[config.mk]
export PLATFORM = sky130hd
export DESIGN_NAME = game_flow_ctrl
export DESIGN_NICKNAME = d
export VERILOG_FILES = /design/src/rtl/game_pkg.sv /design/src/rtl/bcd_score_acc.sv /design/src/rtl/game_flow_ctrl.sv
export SDC_FILE = /design/constraint.sdc
export NUM_CORES = 1
export LEC_CHECK = 0
export BUFFER_PORTS_ARGS = -buffer_cell sky130_fd_sc_hd__buf_2
export CAP_MARGIN = 5
export CORE_MARGIN = 5
export CORE_UTILIZATION = 45
export CTS_CLUSTER_DIAMETER = 150
export DETAILED_ROUTE_END_ITERATION = 12
export HOLD_SLACK_MARGIN = 0.1
export PLACE_DENSITY_LB_ADDON = 0.3
export SLEW_MARGIN = 20
export SYNTH_ARGS = -nofsm -noshare
export SYNTH_HDL_FRONTEND = slang
export SYNTH_SLANG_ARGS = --single-unit
[constraint.sdc]
create_clock -name clk -period 3.1 [get_ports clk]
set_input_delay 0.465 -clock clk [delete_from_list [all_inputs] [get_ports clk]]
set_output_delay 0.465 -clock clk [all_outputs]
set_load 0.1 [all_outputs]
[src/rtl/game_pkg.sv]
// Shared types, defaults and the start tune for the game flow controller.
package game_pkg;

  typedef enum logic [2:0] {
    StIdle,
    StStart,
    StPlay,
    StHit,
    StWin,
    StOver
  } game_state_e;

  typedef logic [3:0] bcd_digit_t;

  localparam int unsigned DefNumInv      = 128;
  localparam int unsigned DefStartLives  = 3;
  localparam int unsigned DefScoreDigits = 3;
  localparam int unsigned DefLrrBonus    = 10;
  localparam int unsigned DefTuneLen     = 8;
  localparam int unsigned DefNoteTicks   = 2;
  localparam int unsigned DefHitTicks    = 3;

  localparam int unsigned       PendW   = 8;
  localparam logic [PendW-1:0]  PendMax = 8'hFF;
  localparam int unsigned       TuneMax = 16;
  localparam int unsigned       CntW    = 8;

  // Element 0 is the first note played.
  localparam logic [TuneMax-1:0][3:0] TUNE = {
    4'd0, 4'd0, 4'd0, 4'd0, 4'd0, 4'd0, 4'd0, 4'd0,
    4'd7, 4'd5, 4'd9, 4'd9, 4'd3, 4'd2, 4'd7, 4'd7
  };

  // Returns {carry, next digit}.
  function automatic logic [4:0] bcd_inc(input bcd_digit_t d);
    return (d == 4'd9) ? {1'b1, 4'd0} : {1'b0, d + 4'd1};
  endfunction

endpackage

[src/rtl/bcd_score_acc.sv]
// Pending-points queue that drains one point per clock into a saturating BCD score.
module bcd_score_acc
  import game_pkg::*;
#(
  parameter int unsigned DIGITS    = DefScoreDigits,
  parameter int unsigned LRR_BONUS = DefLrrBonus
) (
  input  logic                  clk,
  input  logic                  resetN,
  input  logic                  add_inv_i,
  input  logic                  add_lrr_i,
  input  logic                  clr_i,
  output logic [DIGITS*4-1:0]   score_o
);

  localparam int unsigned SumW = PendW + 2;

  logic [PendW-1:0]    pending_q, pending_d;
  logic [DIGITS*4-1:0] score_q, score_d;
  logic [SumW-1:0]     sum;
  logic                drain, all_nines, carry;
  logic [4:0]          inc;

  assign drain = (pending_q != '0);

  always_comb begin
    all_nines = 1'b1;
    for (int i = 0; i < DIGITS; i++) begin
      if (score_q[i*4 +: 4] != 4'd9) all_nines = 1'b0;
    end
  end

  always_comb begin
    sum = SumW'(pending_q) + SumW'(add_inv_i)
        + (add_lrr_i ? SumW'(LRR_BONUS) : '0) - SumW'(drain);
    pending_d = (sum > SumW'(PendMax)) ? PendMax : sum[PendW-1:0];

    score_d = score_q;
    carry   = 1'b1;
    inc     = '0;
    // A saturated score keeps draining pending without changing.
    if (drain && !all_nines) begin
      for (int i = 0; i < DIGITS; i++) begin
        inc = bcd_inc(score_q[i*4 +: 4]);
        if (carry) begin
          score_d[i*4 +: 4] = inc[3:0];
          carry             = inc[4];
        end
      end
    end

    if (clr_i) begin
      pending_d = '0;
      score_d   = '0;
    end
  end

  always_ff @(posedge clk or negedge resetN) begin
    if (!resetN) begin
      pending_q <= '0;
      score_q   <= '0;
    end else begin
      pending_q <= pending_d;
      score_q   <= score_d;
    end
  end

  assign score_o = score_q;

endmodule

[src/rtl/game_flow_ctrl.sv]
// Space Invaders game sequencer: state, lives, invaders left, score and start tune.
// Define CHEAT_EN to let the cheat input force a win while playing.
module game_flow_ctrl
  import game_pkg::*;
#(
  parameter int unsigned NUM_INV      = DefNumInv,
  parameter int unsigned START_LIVES  = DefStartLives,
  parameter int unsigned SCORE_DIGITS = DefScoreDigits,
  parameter int unsigned LRR_BONUS    = DefLrrBonus,
  parameter int unsigned TUNE_LEN     = DefTuneLen,
  parameter int unsigned NOTE_TICKS   = DefNoteTicks,
  parameter int unsigned HIT_TICKS    = DefHitTicks
) (
  input  logic                           clk,
  input  logic                           resetN,
  input  logic                           tick_i,
  input  logic                           spcKey_i,
  input  logic                           invHit_i,
  input  logic                           lrrHit_i,
  input  logic                           plrHit_i,
  input  logic                           cheat_i,
  output logic                           playEn_o,
  output logic                           objRst_o,
  output logic                           stgMsg_o,
  output logic                           winMsg_o,
  output logic                           edgMsg_o,
  output logic [SCORE_DIGITS*4-1:0]      scrNum_o,
  output logic [2:0]                     scrLiv_o,
  output logic [$clog2(NUM_INV+1)-1:0]   invLeft_o,
  output logic [3:0]                     sndOut_o
);

  localparam int unsigned InvW = $clog2(NUM_INV + 1);

  game_state_e      state_q, state_d;
  logic             key_q, key_rise;
  logic [4:0]       tune_idx_q, tune_idx_d;
  logic [CntW-1:0]  tick_cnt_q, tick_cnt_d;
  logic             hit_done_q, hit_done_d;
  logic [2:0]       lives_q, lives_d;
  logic [InvW-1:0]  inv_q, inv_d;
  logic [3:0]       snd_q, snd_d;
  logic             add_inv, add_lrr, clr_score;
  logic             cheat_win, win;

`ifdef CHEAT_EN
  assign cheat_win = cheat_i;
`else
  logic unused_cheat;
  assign unused_cheat = cheat_i;
  assign cheat_win    = 1'b0;
`endif

  assign key_rise = spcKey_i & ~key_q;

  always_comb begin
    state_d    = state_q;
    tune_idx_d = tune_idx_q;
    tick_cnt_d = tick_cnt_q;
    hit_done_d = hit_done_q;
    lives_d    = lives_q;
    inv_d      = inv_q;
    add_inv    = 1'b0;
    add_lrr    = 1'b0;
    clr_score  = 1'b0;
    win        = 1'b0;
    playEn_o   = 1'b0;
    objRst_o   = 1'b0;
    stgMsg_o   = 1'b0;
    winMsg_o   = 1'b0;
    edgMsg_o   = 1'b0;

    unique case (state_q)
      StIdle: begin
        stgMsg_o = 1'b1;
        if (tick_i && (tune_idx_q < 5'(TUNE_LEN))) begin
          if (tick_cnt_q == CntW'(NOTE_TICKS - 1)) begin
            tune_idx_d = tune_idx_q + 5'd1;
            tick_cnt_d = '0;
          end else begin
            tick_cnt_d = tick_cnt_q + CntW'(1);
          end
        end
        if (key_rise) state_d = StStart;
      end
      StStart: begin
        objRst_o   = 1'b1;
        clr_score  = 1'b1;
        lives_d    = 3'(START_LIVES);
        inv_d      = InvW'(NUM_INV);
        tick_cnt_d = '0;
        hit_done_d = 1'b0;
        state_d    = StPlay;
      end
      StPlay: begin
        playEn_o = 1'b1;
        add_inv  = invHit_i;
        add_lrr  = lrrHit_i;
        if (invHit_i && (inv_q != '0)) inv_d = inv_q - InvW'(1);
        // Clearing the wave outranks a simultaneous player hit.
        win = (invHit_i && (inv_q == InvW'(1))) || (inv_q == '0) || cheat_win;
        if (win) begin
          state_d = StWin;
        end else if (plrHit_i) begin
          state_d    = StHit;
          lives_d    = (lives_q != 3'd0) ? lives_q - 3'd1 : 3'd0;
          tick_cnt_d = '0;
          hit_done_d = 1'b0;
        end
      end
      StHit: begin
        if (lives_q == 3'd0) begin
          state_d = StOver;
        end else if (hit_done_q) begin
          objRst_o   = 1'b1;
          hit_done_d = 1'b0;
          state_d    = StPlay;
        end else if (tick_i) begin
          if (tick_cnt_q == CntW'(HIT_TICKS - 1)) begin
            hit_done_d = 1'b1;
            tick_cnt_d = '0;
          end else begin
            tick_cnt_d = tick_cnt_q + CntW'(1);
          end
        end
      end
      StWin, StOver: begin
        winMsg_o = (state_q == StWin);
        edgMsg_o = (state_q == StOver);
        if (key_rise) begin
          state_d    = StIdle;
          tune_idx_d = '0;
          tick_cnt_d = '0;
        end
      end
      default: state_d = StIdle;
    endcase

    // Registered so the note tracks the state the FSM is entering.
    snd_d = ((state_d == StIdle) && (tune_idx_d < 5'(TUNE_LEN))) ?
            TUNE[tune_idx_d[3:0]] : 4'd0;
  end

  always_ff @(posedge clk or negedge resetN) begin
    if (!resetN) begin
      state_q    <= StIdle;
      key_q      <= 1'b0;
      tune_idx_q <= '0;
      tick_cnt_q <= '0;
      hit_done_q <= 1'b0;
      lives_q    <= 3'(START_LIVES);
      inv_q      <= InvW'(NUM_INV);
      snd_q      <= 4'd0;
    end else begin
      state_q    <= state_d;
      key_q      <= spcKey_i;
      tune_idx_q <= tune_idx_d;
      tick_cnt_q <= tick_cnt_d;
      hit_done_q <= hit_done_d;
      lives_q    <= lives_d;
      inv_q      <= inv_d;
      snd_q      <= snd_d;
    end
  end

  bcd_score_acc #(
    .DIGITS    (SCORE_DIGITS),
    .LRR_BONUS (LRR_BONUS)
  ) u_score (
    .clk       (clk),
    .resetN    (resetN),
    .add_inv_i (add_inv),
    .add_lrr_i (add_lrr),
    .clr_i     (clr_score),
    .score_o   (scrNum_o)
  );

  assign scrLiv_o  = lives_q;
  assign invLeft_o = inv_q;
  assign sndOut_o  = snd_q;

endmodule

==> impl_metrics.tcl, run 1 <==
set metrics [dict create \
    dp_cells 552 \
    syn_inst 393 \
    hold_viol_final 0 \
    grt-ovfl-total 0 \
    crit_arrival_ns 3.18 \
    hold_path_class "primary input to async pin" \
    fin_skew_ns 0.00909 \
    status "complete, no violations" \
    area_growth_pct 21.6 \
    clock_latency_ns 0.31 \
    finalMaxSlewViolations 0 \
    async_flop_share_pct 100 \
    cp-start-kind "register" \
    yosys_warnings 0 \
    io_pins 40 \
    htreeDepth 2 \
    ys_seq_elements 53 \
    drcViolationCount 0 \
    relSlewSlack_pct 56.6 \
    seqCellArea_um2 1330 \
    min_period_ns 2.94 \
    ys.flop_type "dfrtp_1" \
    rows 32 \
    hold-worst-slack_ns 0.152 \
    track_usage_pct 16.5 \
    layout-drive-gt1-share_pct 27.7 \
    drtIter0Drc 129 \
    stdcell_count 561 \
    fin_nets 494 \
    cp-startpoint "state_q[2]" \
    root_buffer "clkbuf_8" \
    synth_area_um2 3540 \
    placedInstanceArea_um2 4040 \
    antenna_found_initial 0 \
    multiInputGateArea_um2 2140 \
    cts_tree "yes" \
    synth_top_area_share_pct 35.3 \
    hpwl_um 5810 \
    vias 2998 \
    yosysUniqueCellTypes 63 \
    wl_per_cell_um 14.3 \
    grt_pass1_vias 2915 \
    postSynthAreaPerCell_um2 9.01 \
    yosysTopAreaCell "dfrtp_1" \
    coreArea_um2 7690 \
    setup_viol 0 \
    start_util_pct 46.0 \
    utilization_pct 56.0 \
    r2r-start "state_q[2]" \
    cts.path.max_buffers 2 \
    synthTopCellsByArea "dfrtp_1 (35%), ha_1 (9.5%), nand2_1 (3.7%)" \
    antennaDiodeCount 0 \
    cts.sinks 53 \
    syn_nets 429 \
    first_pass_iters 4 \
    grt_pass1_wl_um 13500 \
    gp_congestion 0.893 \
    synthTopCellsByCount "dfrtp_1 (50), nand2_1 (35), inv_1 (32), nor2_1 (32), ha_1 (27)" \
    worst_pin_slew_ns 0.651 \
    drt-total-wl_um 8010 \
    yosysMostFrequentCell "dfrtp_1" \
    fin_area_um2 4300 \
    cp_max_fo 8 \
    die_area_um2 9740 \
    critPathCaptureType "register" \
    drv_cap 0 \
    viasPerCell 5.34 \
    crit_type "register to register" \
    period_share_pct 95.0 \
    port_buffers 38 \
    crit_required_ns 3.34 \
    die_h_um 98.7 \
    yosysSeqAreaShare_pct 37.6 \
    cts_hold_buf 0 \
    cts_buffers 5 \
    fill_cells 697 \
    max_freq_ghz 0.340 \
    clkTransAtPathRegs_ns 0.11 \
    ant_nets 0 \
    grt_max_degree 27 \
    die_w_um 98.7 \
    synth_edf_count 0 \
]
flip-flops by register name, summed over array words and instances (netlist names), 3 cells and up:
signal,flops
scrLiv_o,3
sndOut_o,4
tick_cnt_q,8
invLeft_o,8
tune_idx_q,5
u_score.pending_q,8
state_q,3
u_score.score_o,12
per-layer routing:
metal,global-route usage (%),vias to the layer above,routed length (µm)
met5,0,-,0
met4,3.89,0,106
met3,2.83,9,274
met2,27.8,46,3880
met1,22.1,1440,3750
li1,-,1503,-
path summary, 6_finish.rpt:
kind                                        end  slack [ns]  cells past startpoint
setup / recovery           u_score.pending_q[0]        0.16                     16
hold / removal                    tune_idx_q[3]        0.15                      1
setup reg to reg           u_score.pending_q[0]        0.16                     16
hold reg to reg                   tick_cnt_q[7]        0.52                      1
max in group asynchronous           scrLiv_o[1]        2.26                      2
min in group clk                          key_q        0.26                      1
metrics by stage:
stage | setup slack, ns | TNS [ns]
after floorplan | 0.0282 | 0
after global placement | -0.0402 | -0.298
after detailed placement | -0.0907 | -0.479
after CTS | 0.0277 | 0
after global routing | -0.0308 | -0.173
final | 0.156 | 0
critical path, cell delays in order, from the launching register on:
cell and delay [ns]:
dfrtp_1 0.39, nand4bb_4 0.23, inv_2 0.08, ha_2 0.18
nand3_1 0.09, xor2_1 0.16, ha_1 0.28, inv_1 0.06
ha_4 0.27, nand3_1 0.08, nand2_2 0.10, nand3_1 0.12
o2111ai_2 0.22, o221ai_2 0.14, xor2_2 0.16, buf_6 0.15
a31oi_2 0.16
kinds of logic (layout without fill, tap and decap cells):
group	Yosys count	count (layout)	synth area share, %
adder cells (fa/ha/maj)	28	28	10.1
flip-flops	53	53	37.6
AND/OR/NAND/NOR	148	148	22.2
buffers and inverters	46	112	5.23
AO/OA/AOI/OAI	94	94	17.9
XOR/XNOR	19	19	5.55
multiplexers	5	5	1.48
cell usage in the layout (no fill, tap or decap), drive strengths merged, types with 7 or more instances in the layout:
master,instances
ha,27
nand2,35
or3,7
buf,70
o21ai,31
nor3,12
xor2,9
a21oi,20
xnor2,10
inv,34
nand3,15
o31ai,7
a31oi,13
nor2,32
dfrtp,50
nand2b,9
final cells by class:
class | instances | share of cell area (%)
Timing Repair Buffer | 70 | 10.2
Multi-Input combinational cell | 294 | 49.7
Inverter | 34 | 3.05
Tap cell | 102 | 2.97
Clock buffer | 5 | 1.60
Sequential cell | 53 | 30.9
Clock inverter | 3 | 1.60
timing repair:
action,CTS,global route
pin swaps,0,3
setup buffers,0,1
setup endpoints to repair,2,8
hold endpoints to repair,0,0
gates resized for setup,1,19
Power of run 1 is not shown: default switching activity piles up to over one toggle a cycle in this logic, so the estimate is an artifact.
==> inputs of run 2 (changes only) <==
--- a/config.mk
+++ b/config.mk
@@ -7,6 +7,7 @@
 export LEC_CHECK = 0
 export BUFFER_PORTS_ARGS = -buffer_cell sky130_fd_sc_hd__buf_2
 export CAP_MARGIN = 5
+export CORE_ASPECT_RATIO = 0.5
 export CORE_MARGIN = 5
 export CORE_UTILIZATION = 45
 export CTS_CLUSTER_DIAMETER = 150
==> run 2 against run 1 <==
  * Die area rose by 1.1%
  * Fmax down 0.50%
  * Sequential share of layout area is 0.52 points lower
  * Critical endpoint is now u_score.pending_q[7]
  * Highest routed layer unchanged
==> impl_metrics.tcl, run 2 (synthesis gave the netlist of run 1 again) <==
set metrics [dict create \
    status "complete, no violations" \
    start_util_pct 47.3 \
    crit_chain "nand4bb_4, inv_4, ha_4, nand3_1, xor2_1, ha_1, inv_1, ha_4, nand3_1, nand2_2, nand3_2, o2111ai_2, o221ai_2, xor2_2, buf_6, a31oi_1" \
    cts.path.max_buffers 2 \
    drv_cap 0 \
    multiInputGateArea_um2 2180 \
    clock_latency_ns 0.29 \
    critPathCaptureType "register" \
    fin_skew_ns 0.00741 \
    setup_ws_ns 0.141 \
    worst_pin_slew_ns 0.706 \
    min_period_ns 2.96 \
    crit_arrival_ns 3.16 \
    layout-drive-gt1-share_pct 28.3 \
    finalMaxSlewViolations 0 \
    first_pass_iters 5 \
    setup_viol 0 \
    seqCellArea_um2 1330 \
    utilization_pct 58.4 \
    cp-start-kind "register" \
    cts_hold_buf 0 \
    max_freq_ghz 0.338 \
    relSlewSlack_pct 52.9 \
    root_buffer "clkbuf_16" \
    wl_per_cell_um 13.4 \
    crit_required_ns 3.30 \
    drcViolationCount 0 \
    hpwl_um 5660 \
    slowest_stage "dfrtp_1" \
    die_h_um 72.7 \
    cp_max_fo 8 \
    layout_commonest_cell "dfrtp_1" \
    pre_cts_ws_ns -0.0940 \
    fill_cells 667 \
    cpPeakStageDelay_ns 0.38 \
    die_w_um 135 \
    rows 22 \
    vias 2990 \
    grt_pass1_vias 2750 \
    crit_type "register to register" \
    grt_max_degree 32 \
    clkTransAtPathRegs_ns 0.07 \
    viasPerCell 5.26 \
    die_area_um2 9850 \
    grt-ovfl-total 0 \
    layout_common_cells "dfrtp_1 (50), buf_2 (38), nand2_1 (32), buf_4 (32)" \
    drtIter0Drc 203 \
    period_share_pct 95.4 \
    antennaDiodeCount 0 \
    io_pins 40 \
    setup_tns_ns 0 \
    port_buffers 38 \
    hold_path_class "primary input to async pin" \
    fin_nets 496 \
    grt_pass1_wl_um 12800 \
    ant_nets 0 \
    gp_congestion 0.828 \
    track_usage_pct 15.8 \
    area_growth_pct 23.6 \
    cts_tree "yes" \
    largest_reg_flops 12 \
    coreArea_um2 7490 \
    htreeDepth 2 \
    hold_viol_final 0 \
    cts.sinks 53 \
    hold-worst-slack_ns 0.228 \
    drt-total-wl_um 7590 \
    antenna_found_initial 0 \
    cts_buffers 5 \
]
run 2: changes by cell type in the layout (fill, tap and decap cells not counted), sizes merged:
cell	previous run	this run
buf	70	72
bufinv	2	0
clkbuf	5	7
inv	34	33
run 2: layout make-up:
type,instances,share of cell area (%)
Clock buffer,7,3.26
Inverter,34,3.06
Multi-Input combinational cell,294,49.8
Sequential cell,53,30.4
Tap cell,108,3.09
Timing Repair Buffer,72,10.4
run 2: worst paths after layout:
| check | depth (start not counted) | from | end | slack, ns |
|---|---|---|---|---|
| setup reg to reg | 16 | state_q[0] | u_score.pending_q[7] | 0.14 |
| setup / recovery | 16 | state_q[0] | u_score.pending_q[7] | 0.14 |
| max in group asynchronous | 2 | resetN | tick_cnt_q[2] | 2.21 |
| hold reg to reg | 1 | tick_cnt_q[7] | tick_cnt_q[7] | 0.49 |
| min in group clk | 1 | spcKey_i | key_q | 0.29 |
| hold / removal | 1 | resetN | tick_cnt_q[4] | 0.23 |
run 2: per-stage QoR:
step | area (µm²) | std cells
after floorplan | 3550 | 393
after global placement | 4060 | 560
after detailed placement | 4060 | 560
after CTS | 4210 | 567
after global routing | 4370 | 568
final | 4370 | 568
run 2: metal layers:
layer  global-route usage [%]  wire [µm]  vias up
met2                     26.3       3640       43
li1                         -          -     1521
met5                        0          0        -
met1                     21.7       3660     1419
met3                     2.62        209        7
met4                     3.69         78        0
run 2: critical path: cells and delay by family, from the launching register on:
kind	cells	cell delay, ns
flops	1	0.38
xor+xnor	2	0.36
simple gates	5	0.64
compound gates	3	0.50
buf+inv	3	0.30
fa+ha+maj	3	0.67
run 2: timing repair:
action                                  4_1_cts  5_1_grt
buffers inserted                              0        1
endpoints found under the setup margin        0        8
endpoints found under the hold margin         0        0
gates resized for setup                       0       27
Power of run 2 is left out for the same reason.
==> inputs of run 3 (changes only) <==
--- a/config.mk
+++ b/config.mk
@@ -9,7 +9,7 @@
 export CAP_MARGIN = 5
 export CORE_ASPECT_RATIO = 0.5
 export CORE_MARGIN = 5
-export CORE_UTILIZATION = 45
+export CORE_UTILIZATION = 30
 export CTS_CLUSTER_DIAMETER = 150
 export DETAILED_ROUTE_END_ITERATION = 12
 export HOLD_SLACK_MARGIN = 0.1
==> run 3 against run 2 <==
  * Hold slack better by 0.065 ns
  * Global-route usage shrank 4.1 points
  * Die area up 44%
  * Fmax rose by 0.62%
  * Setup slack better by 0.018 ns
  * Flip-flop and latch count did not move
  * Via count fell by 2.4%
  * Utilization decreased by 21 points
  * Wire length is 4.8% higher
  * Register-to-register slack better by 0.02 ns
  * Critical path type unchanged
==> impl_metrics.tcl, run 3 (synthesis gave the netlist of run 1 again) <==
set metrics [dict create \
    crit_type "register to register" \
    fin_nets 488 \
    gp_congestion 0.746 \
    vias 2919 \
    io_pins 40 \
    crit_arrival_ns 3.15 \
    worst_pin_slew_ns 0.688 \
    htreeDepth 2 \
    hold_viol_final 0 \
    drtIter0Drc 188 \
    period_share_pct 94.9 \
    port_buffers 38 \
    setup_tns_ns 0 \
    crit_chain "nand4bb_4, inv_2, ha_2, nand3_1, xor2_1, ha_1, inv_1, ha_4, nand3_1, nand2_2, nand3_2, o2111ai_2, o221ai_2, xor2_2, buf_6, a31oi_1" \
    clock_latency_ns 0.29 \
    relSlewSlack_pct 54.1 \
    drcViolationCount 0 \
    antenna_found_initial 0 \
    finalMaxSlewViolations 0 \
    hold_path_class "primary input to async pin" \
    viasPerCell 4.72 \
    layout_commonest_cell "dfrtp_1" \
    cts_tree "yes" \
    rows 28 \
    dp_cells 609 \
    fin_skew_ns 0.00589 \
    drt-total-wl_um 7960 \
    grt_pass1_vias 2832 \
    pre_cts_ws_ns -0.0598 \
    cp-start-kind "register" \
    critical-path-top-delay-family "adder cells" \
    first_pass_iters 4 \
    layout-drive-gt1-share_pct 26.5 \
    slowest_stage "dfrtp_1" \
    cts_hold_buf 0 \
    min_period_ns 2.94 \
    met3_usage_pct 2.33 \
    grt-ovfl-total 0 \
    layout_common_cells "dfrtp_1 (49), buf_2 (38), nand2_1 (32), nor2_1 (31), inv_1 (30)" \
    cts.sinks 53 \
    cts_buffers 5 \
    cp_max_fo 8 \
    grt_use_met2_pct 19.2 \
    path_buf_inv 3 \
    wl_per_cell_um 12.9 \
    gr-max-usage-layer "met2" \
    setup_viol 0 \
    die_h_um 86.8 \
    setup_ws_ns 0.160 \
    track_usage_pct 11.6 \
    grt_util_met1_pct 15.8 \
    coreArea_um2 11700 \
    critPathCaptureType "register" \
    root_buffer "clkbuf_16" \
    hpwl_um 5890 \
    antennaDiodeCount 0 \
    path_common_cell "nand3_1" \
    grt_max_degree 54 \
    die_area_um2 14200 \
    die_w_um 164 \
    largest_reg_flops 12 \
    stdcell_count 618 \
    area_growth_pct 23.5 \
    cts.path.max_buffers 2 \
    ant_nets 0 \
    crit_required_ns 3.31 \
    grt_pass1_wl_um 13600 \
    cpPeakStageDelay_ns 0.38 \
    utilization_pct 37.5 \
    drv_cap 0 \
    fill_cells 1191 \
    max_freq_ghz 0.340 \
    start_util_pct 30.3 \
    status "complete, no violations" \
    clkTransAtPathRegs_ns 0.07 \
]
-- run 3: cell count changes in the layout (fill, tap and decap cells not counted), sizes merged --
cell and change:
bufinv +2, clkinv +1, clkbuf -2, buf -8
-- run 3: area by class of cell --
cell class	instances	area (µm²)	share of cell area, %
Timing Repair Buffer	64	397	9.08
Tap cell	165	206	4.72
Inverter	34	131	3.01
Clock buffer	5	125	2.86
Clock inverter	3	65.1	1.49
Sequential cell	53	1330	30.5
Multi-Input combinational cell	294	2110	48.4
-- run 3: path summary, 6_finish.rpt --
check,startpoint,to,slack (ns),depth (start not counted)
max,state_q[2],u_score.pending_q[0],0.16,16
min,resetN,u_score.score_o[5],0.29,2
max reg2reg,state_q[2],u_score.pending_q[0],0.16,16
min reg2reg,tick_cnt_q[7],tick_cnt_q[7],0.50,1
max in group asynchronous,resetN,state_q[1],2.31,2
min in group clk,spcKey_i,key_q,0.30,1
-- run 3: layer usage --
metal / up-vias / part of all wire (%)
met5: - / 0
met4: 0 / 0.79
met1: 1393 / 49
met2: 24 / 47
met3: 6 / 2.3
li1: 1496 / -
-- run 3: per-stage QoR --
stage	instance area [µm²]	hold slack, ns
CTS	4270	0.296
global placement	4080	0.471
finish	4370	0.293
global route	4370	0.300
floorplan	3550	0.169
detailed placement	4080	0.481
-- run 3: timing repair --
action	4_1_cts	5_1_grt
setup endpoints to repair	0	8
resized for setup	0	19
setup buffers	0	1
-- run 3: worst register-to-register path: stages (launching register included) --
cell	delay, ns
dfrtp_1	0.38
nand4bb_4	0.23
inv_2	0.08
ha_2	0.20
nand3_1	0.10
xor2_1	0.18
ha_1	0.29
inv_1	0.06
ha_4	0.27
nand3_1	0.08
nand2_2	0.11
nand3_2	0.10
o2111ai_2	0.19
o221ai_2	0.14
xor2_2	0.17
buf_6	0.15
a31oi_1	0.16
Power of run 3 is left out for the same reason.
